`config.mk`:
```
export PLATFORM = sky130hd
export DESIGN_NAME = uart_rx_cfg
export DESIGN_NICKNAME = d
export VERILOG_FILES = /design/src/rtl/uart_pkg.sv /design/src/rtl/uart_baud_tick.sv /design/src/rtl/uart_rx_cfg.sv
export SDC_FILE = /design/constraint.sdc
export NUM_CORES = 1
export LEC_CHECK = 0
export ABC_AREA = 1
export BUFFER_PORTS_ARGS = -buffer_cell sky130_fd_sc_hd__buf_4
export CELL_PAD_IN_SITES_DETAIL_PLACEMENT = 0
export CELL_PAD_IN_SITES_GLOBAL_PLACEMENT = 1
export CORE_MARGIN = 1.5
export CORE_UTILIZATION = 43
export CTS_BUF_LIST = sky130_fd_sc_hd__clkbuf_16
export DETAILED_ROUTE_END_ITERATION = 10
export GPL_TIMING_DRIVEN = 0
export PLACE_DENSITY_LB_ADDON = 0.1
export SETUP_SLACK_MARGIN = 0.02
export SLEW_MARGIN = 20
export SYNTH_ARGS = -nofsm -noshare
export SYNTH_HDL_FRONTEND = slang
export SYNTH_SLANG_ARGS = --single-unit
```
`constraint.sdc`:
```
create_clock -name clk -period 3.55 [get_ports clk]
set_clock_uncertainty 0.2 [all_clocks]
set_input_delay 1.065 -clock clk [delete_from_list [all_inputs] [get_ports clk]]
set_output_delay 1.065 -clock clk [all_outputs]
set_load 0.1 [all_outputs]
```
`src/rtl/uart_pkg.sv`:
```
// Shared UART receive definitions: parity modes, FSM states, oversampling constants.
// Latency: n/a (definitions only).
// Backpressure: n/a (definitions only).
package uart_pkg;

  localparam logic [1:0] PAR_NONE = 2'b00;
  localparam logic [1:0] PAR_EVEN = 2'b01;
  localparam logic [1:0] PAR_ODD  = 2'b10;

  localparam int         OVS       = 16;
  localparam logic [3:0] SMP_A     = 4'd7;
  localparam logic [3:0] SMP_B     = 4'd8;
  localparam logic [3:0] SMP_C     = 4'd9;
  localparam logic [3:0] TICK_LAST = 4'(OVS - 1);

  typedef enum logic [2:0] {
    IDLE,
    START,
    DATA,
    PARITY,
    STOP
  } rx_state_t;

  // Two-of-three vote used to filter line noise around mid-bit
  function automatic logic maj3(input logic a, input logic b, input logic c);
    return (a & b) | (a & c) | (b & c);
  endfunction

endpackage

```
`src/rtl/uart_baud_tick.sv`:
```
// Oversampling tick generator: one-cycle tick every i_div+1 clocks, phase restartable.
// Latency: tick is a decode of the counter; restart makes the next tick i_div+1 clocks later.
// Backpressure: none; free-running.
module uart_baud_tick #(
  parameter int DIV_W = 16
) (
  input  logic             clk,
  input  logic             reset,
  input  logic             i_restart,
  input  logic [DIV_W-1:0] i_div,
  output logic             o_tick
);

  logic [DIV_W-1:0] cnt;

  // A divisor change is picked up at the very next compare
  assign o_tick = (cnt >= i_div);

  // Count up, wrap on tick, realign phase on restart
  always_ff @(posedge clk) begin
    if (reset || i_restart) begin
      cnt <= '0;
    end else if (o_tick) begin
      cnt <= '0;
    end else begin
      cnt <= cnt + DIV_W'(1);
    end
  end

endmodule

```
`src/rtl/uart_rx_cfg.sv`:
```
// Configurable UART receiver: 16x oversampled, majority vote, runtime parity/stop, one-word holding register.
// Latency: word appears one clock after mid-sample of the final stop bit.
// Backpressure: o_valid/i_ready; a word completing while the register is full is dropped and o_overrun set.
// Optional: UART_RX_BREAK_DETECT_EN enables break detection on o_break.
module uart_rx_cfg
  import uart_pkg::*;
#(
  parameter int DBIT  = 8,
  parameter int DIV_W = 16
) (
  input  logic             clk,
  input  logic             reset,
  input  logic [DIV_W-1:0] i_div,
  input  logic [1:0]       i_parity_mode,
  input  logic             i_two_stop,
  input  logic             rx,
  output logic [DBIT-1:0]  o_data,
  output logic             o_valid,
  input  logic             i_ready,
  output logic             o_parity_err,
  output logic             o_frame_err,
  output logic             o_overrun,
  input  logic             i_clr_err,
  output logic             o_busy,
  output logic             o_break
);

`ifdef UART_RX_BREAK_DETECT_EN
  localparam bit BRK_EN = 1'b1;
`else
  localparam bit BRK_EN = 1'b0;
`endif

  logic            rx_s1, rx_s2, rx_d;
  rx_state_t       state;
  logic [3:0]      s_cnt;
  logic [3:0]      bit_idx;
  logic            smp_a, smp_b;
  logic [DBIT-1:0] shreg;
  logic [1:0]      mode_l;
  logic            two_l;
  logic            stop_idx;
  logic            perr, ferr;
  logic            all_zero;
  logic            brk_wait;
  logic            tick;

  logic start_det, maj, has_par, par_bad, at_dec, at_end, brk_hit, cmpl;

  assign start_det = (state == IDLE) && rx_d && !rx_s2;
  assign maj       = maj3(smp_a, smp_b, rx_s2);
  assign has_par   = (mode_l == PAR_EVEN) || (mode_l == PAR_ODD);
  assign par_bad   = (^shreg) ^ maj ^ (mode_l == PAR_ODD);
  assign at_dec    = tick && (s_cnt == SMP_C);
  assign at_end    = tick && (s_cnt == TICK_LAST);
  assign brk_hit   = BRK_EN && all_zero && !stop_idx && !maj;
  assign cmpl      = (state == STOP) && !brk_wait && at_dec && (stop_idx == two_l) && !brk_hit;
  assign o_busy    = (state != IDLE);

  uart_baud_tick #(.DIV_W(DIV_W)) u_tick (
    .clk       (clk),
    .reset     (reset),
    .i_restart (start_det),
    .i_div     (i_div),
    .o_tick    (tick)
  );

  // Two-flop synchroniser plus one history flop for falling-edge detect
  always_ff @(posedge clk) begin
    if (reset) begin
      rx_s1 <= 1'b1;
      rx_s2 <= 1'b1;
      rx_d  <= 1'b1;
    end else begin
      rx_s1 <= rx;
      rx_s2 <= rx_s1;
      rx_d  <= rx_s2;
    end
  end

  // Frame FSM with holding register, error flags and break handling
  always_ff @(posedge clk) begin
    if (reset) begin
      state        <= IDLE;
      s_cnt        <= '0;
      bit_idx      <= '0;
      smp_a        <= 1'b1;
      smp_b        <= 1'b1;
      shreg        <= '0;
      mode_l       <= PAR_NONE;
      two_l        <= 1'b0;
      stop_idx     <= 1'b0;
      perr         <= 1'b0;
      ferr         <= 1'b0;
      all_zero     <= 1'b0;
      brk_wait     <= 1'b0;
      o_data       <= '0;
      o_valid      <= 1'b0;
      o_parity_err <= 1'b0;
      o_frame_err  <= 1'b0;
      o_overrun    <= 1'b0;
      o_break      <= 1'b0;
    end else begin
      o_break <= 1'b0;
      if (o_valid && i_ready) o_valid <= 1'b0;
      if (i_clr_err) o_overrun <= 1'b0;

      case (state)
        IDLE: begin
          if (start_det) begin
            state    <= START;
            s_cnt    <= '0;
            bit_idx  <= '0;
            mode_l   <= i_parity_mode;
            two_l    <= i_two_stop;
            stop_idx <= 1'b0;
            perr     <= 1'b0;
            ferr     <= 1'b0;
            all_zero <= 1'b1;
            brk_wait <= 1'b0;
          end
        end
        default: begin
          if (brk_wait) begin
            // Line held low after a break: wait for idle level before rearming
            if (rx_s2) begin
              state    <= IDLE;
              brk_wait <= 1'b0;
            end
          end else if (tick) begin
            if (s_cnt == SMP_A) smp_a <= rx_s2;
            if (s_cnt == SMP_B) smp_b <= rx_s2;
            s_cnt <= s_cnt + 4'd1;
            case (state)
              START: begin
                if (at_dec && maj) state <= IDLE;
                else if (at_end)   state <= DATA;
              end
              DATA: begin
                if (at_dec) begin
                  shreg <= {maj, shreg[DBIT-1:1]};
                  if (maj) all_zero <= 1'b0;
                end
                if (at_end) begin
                  if (bit_idx == 4'(DBIT - 1)) state <= has_par ? PARITY : STOP;
                  else bit_idx <= bit_idx + 4'd1;
                end
              end
              PARITY: begin
                if (at_dec) begin
                  perr <= par_bad;
                  if (maj) all_zero <= 1'b0;
                end
                if (at_end) state <= STOP;
              end
              STOP: begin
                if (at_dec) begin
                  if (!maj) ferr <= 1'b1;
                  if (brk_hit) begin
                    o_break  <= 1'b1;
                    brk_wait <= 1'b1;
                  end
                end
                if (at_end) stop_idx <= 1'b1;
              end
              default: state <= IDLE;
            endcase
          end
        end
      endcase

      // Completion overrides the handshake clear; a full register drops the word
      if (cmpl) begin
        state <= IDLE;
        if (!o_valid || i_ready) begin
          o_data       <= shreg;
          o_parity_err <= perr;
          o_frame_err  <= ferr | !maj;
          o_valid      <= 1'b1;
        end else begin
          o_overrun <= 1'b1;
        end
      end
    end
  end

endmodule

```
==> impl_metrics.py <==
metrics = {
    "status": {
        "status": "complete, no violations",
    },
    "timing": {
        "min_period_over_period": 0.783,
        "fin_tns_setup_ps": 0,
        "fmax_mhz": 360,
        "tightest_slew_ps": 519,
        "maxSlewHeadroom": 0.654,
        "drv_slew": 0,
        "setup_viol": 0,
        "hold_violations": 0,
        "min_period_ps": 2780,
        "rsz0062_at_grt": "no",
    },
    "die": {
        "dieArea_um2": 7890,
        "ioPinCount": 38,
        "core-area_um2": 7180,
        "die_h_um": 88.9,
        "die_x_um": 88.9,
        "rows": 31,
        "start_util": 0.442,
    },
    "clock_network": {
        "path_clk_slew_ps": 50,
        "post-cts-setup-buffers": 0,
        "clock_latency_ps": 330,
        "clockRootBuffer": "clkbuf_16",
        "cts_hold_buffers": 0,
        "cts_resized": 0,
        "cts_htree_levels": 3,
        "cts_tree": "built",
        "cts_made_buffers": 9,
        "clock_path_buffers": 2,
        "cts.sinks": 59,
    },
    "power_and_ir_drop": {
        "powerDensity_nw_per_um2": 590,
        "switching_share": 0.335,
        "cellLeakagePower_nw": 1.73,
        "clockPowerShare": 0.395,
        "peakVddDrop_uv": 498,
        "switchingPower_mw": 0.764,
        "comb_power_share": 0.278,
        "intPower_mw": 1.52,
        "seqPwrFrac": 0.327,
    },
    "synth": {
        "synthesis.area_um2": 3170,
        "ys.flop_type": "dfxtp_1",
        "synth_nets": 473,
        "yosys-top-cells-area": "dfxtp_1 37%, ha_1 8.7%, nand2_1 7.5%",
        "post_synth.cell_area_avg_um2": 7.42,
        "synth-edff-count": 0,
        "synth.top_cell.area_share": 0.373,
        "ys_warn_count": 0,
        "synth_top_area_cell": "dfxtp_1",
        "ys_ff_latch": 59,
        "yosys.cell_types.count": 39,
        "yosysMostFrequentCell": "nand2_1",
        "async_reset_ff_frac": 0,
        "ys_top_cells_by_count": "63 x nand2_1, 59 x dfxtp_1, 54 x inv_1, 51 x nor2_1, 40 x a21oi_1",
        "ys_seq_area_frac": 0.373,
        "syn_inst": 427,
    },
    "grt": {
        "overflow": 0,
        "track_usage": 0.183,
        "grt_first_pass_wirelength_mm": 11.1,
        "grt_max_degree": 11,
        "antenna_found_initial": 0,
        "first_global_vias": 2429,
    },
    "finish": {
        "multi_input_area_um2": 1690,
        "drive_above_1_share": 0.177,
        "register_area_um2": 1180,
        "nFillCells": 723,
        "fin_nets": 520,
        "diodes": 0,
        "post-route-util": 0.539,
        "syn_to_final_growth_pct": 22.1,
    },
    "place": {
        "dp_hpwl_mm": 5.02,
        "place_congestion": 0.827,
        "port_buffers": 36,
    },
    "flow_run": {
        "maxCapViolCount": 0,
    },
    "setup_path": {
        "path_max_fanout": 10,
        "path_class": "register to primary output",
        "cp-start-kind": "register",
        "critPathArrivalTime_ps": 1510,
        "required_ps": 2280,
        "cp-end-kind": "primary output",
    },
    "drt": {
        "drt-vias-per-instance": 4.72,
        "drt-initial-drc-count": 103,
        "routed_wl_mm": 6.52,
        "dr.pass1.iters": 4,
        "route.detailed.drc": 0,
        "ant_nets": 0,
        "vias": 2730,
        "wl_per_cell_um": 11.3,
    },
    "worst_hold_path": {
        "hold_class": "register to register",
    },
}
[layout by cell type, fill, tap and decap left out, types with 10 or more instances in the layout]
| cell type | synthesis | layout |
|---|---|---|
| ha_1 | 22 | 22 |
| nor2_1 | 51 | 51 |
| buf_4 | 2 | 38 |
| inv_1 | 54 | 54 |
| a21oi_1 | 40 | 40 |
| nand3_1 | 23 | 23 |
| dfxtp_1 | 59 | 59 |
| o21ai_0 | 15 | 15 |
| nand2_1 | 63 | 63 |
| xnor2_1 | 10 | 10 |
| nor3_1 | 15 | 15 |
[power by group through the flow]
stage | clock, mW | combinational [mW] | sequential (mW)
floorplan | 0 | 0.513 | 0.749
global placement | 0 | 0.634 | 0.757
detailed placement | 0 | 0.638 | 0.759
CTS | 0.919 | 0.641 | 0.746
global route | 0.941 | 0.726 | 0.751
finish | 0.901 | 0.636 | 0.746
[routing by layer]
layer	global-route usage	part of all wire	vias up
li1	-	-	1480
met1	0.246	0.51	1203
met2	0.283	0.43	37
met3	0.0382	0.037	10
met4	0.0767	0.015	0
met5	0	0	-
[sequential cells by signal, indices dropped and copies added (netlist names)]
name          flops
bit_idx           4
rx_s1             1
o_valid           1
smp_b             1
shreg             8
ferr              1
stop_idx          1
u_tick.cnt       16
s_cnt             4
o_overrun         1
rx_d              1
perr              1
brk_wait          1
smp_a             1
state             3
o_frame_err       1
o_parity_err      1
two_l             1
o_data            8
rx_s2             1
mode_l            2
[logic make-up after synthesis]
logic type               after synthesis  synth area share
AND/OR/NAND/NOR                      185             0.281
other                                  1           0.00118
AO/OA/AOI/OAI                         71             0.122
buffers and inverters                 74            0.0951
flip-flops                            59             0.373
adder cells (fa/ha/maj)               22            0.0869
XOR/XNOR                              15            0.0415
[metrics by stage]
stage | worst slack, ps | hold slack (ps) | power (mW) | area [um^2] | cells
3_3_place_gp | 469 | 193 | 1.39 | 3560 | 562
6_report | 770 | 202 | 2.28 | 3870 | 578
2_1_floorplan | 752 | 189 | 1.26 | 3170 | 427
3_5_place_dp | 458 | 196 | 1.40 | 3560 | 562
5_1_grt | 524 | 230 | 2.42 | 3870 | 578
4_1_cts | 760 | 206 | 2.31 | 3870 | 578
[worst max-delay path, cell delays in order, from the launching register on]
cell and delay [ps]:
dfxtp_1 440, nor2_4 80, nand2_4 100, buf_2 240, buf_4 330
[final timing paths]
kind	startpoint	to	slack [ps]	cells past startpoint
worst max-delay path	state[0]	o_busy	770	4
worst min-delay path	rx_s1	rx_s2	200	1
worst max register to register	u_tick.cnt[11]	o_frame_err	1300	11
worst min register to register	rx_s1	rx_s2	200	1
[layout make-up]
type                       instances  area share
multi-input combinational        294       0.436
tap                               99      0.0320
timing repair buffer              36      0.0698
buffer                            10      0.0145
clock buffer                       9      0.0582
clock inverter                     7      0.0213
inverter                          64      0.0633
sequential                        59       0.305
(Power assumes the default switching activity.)
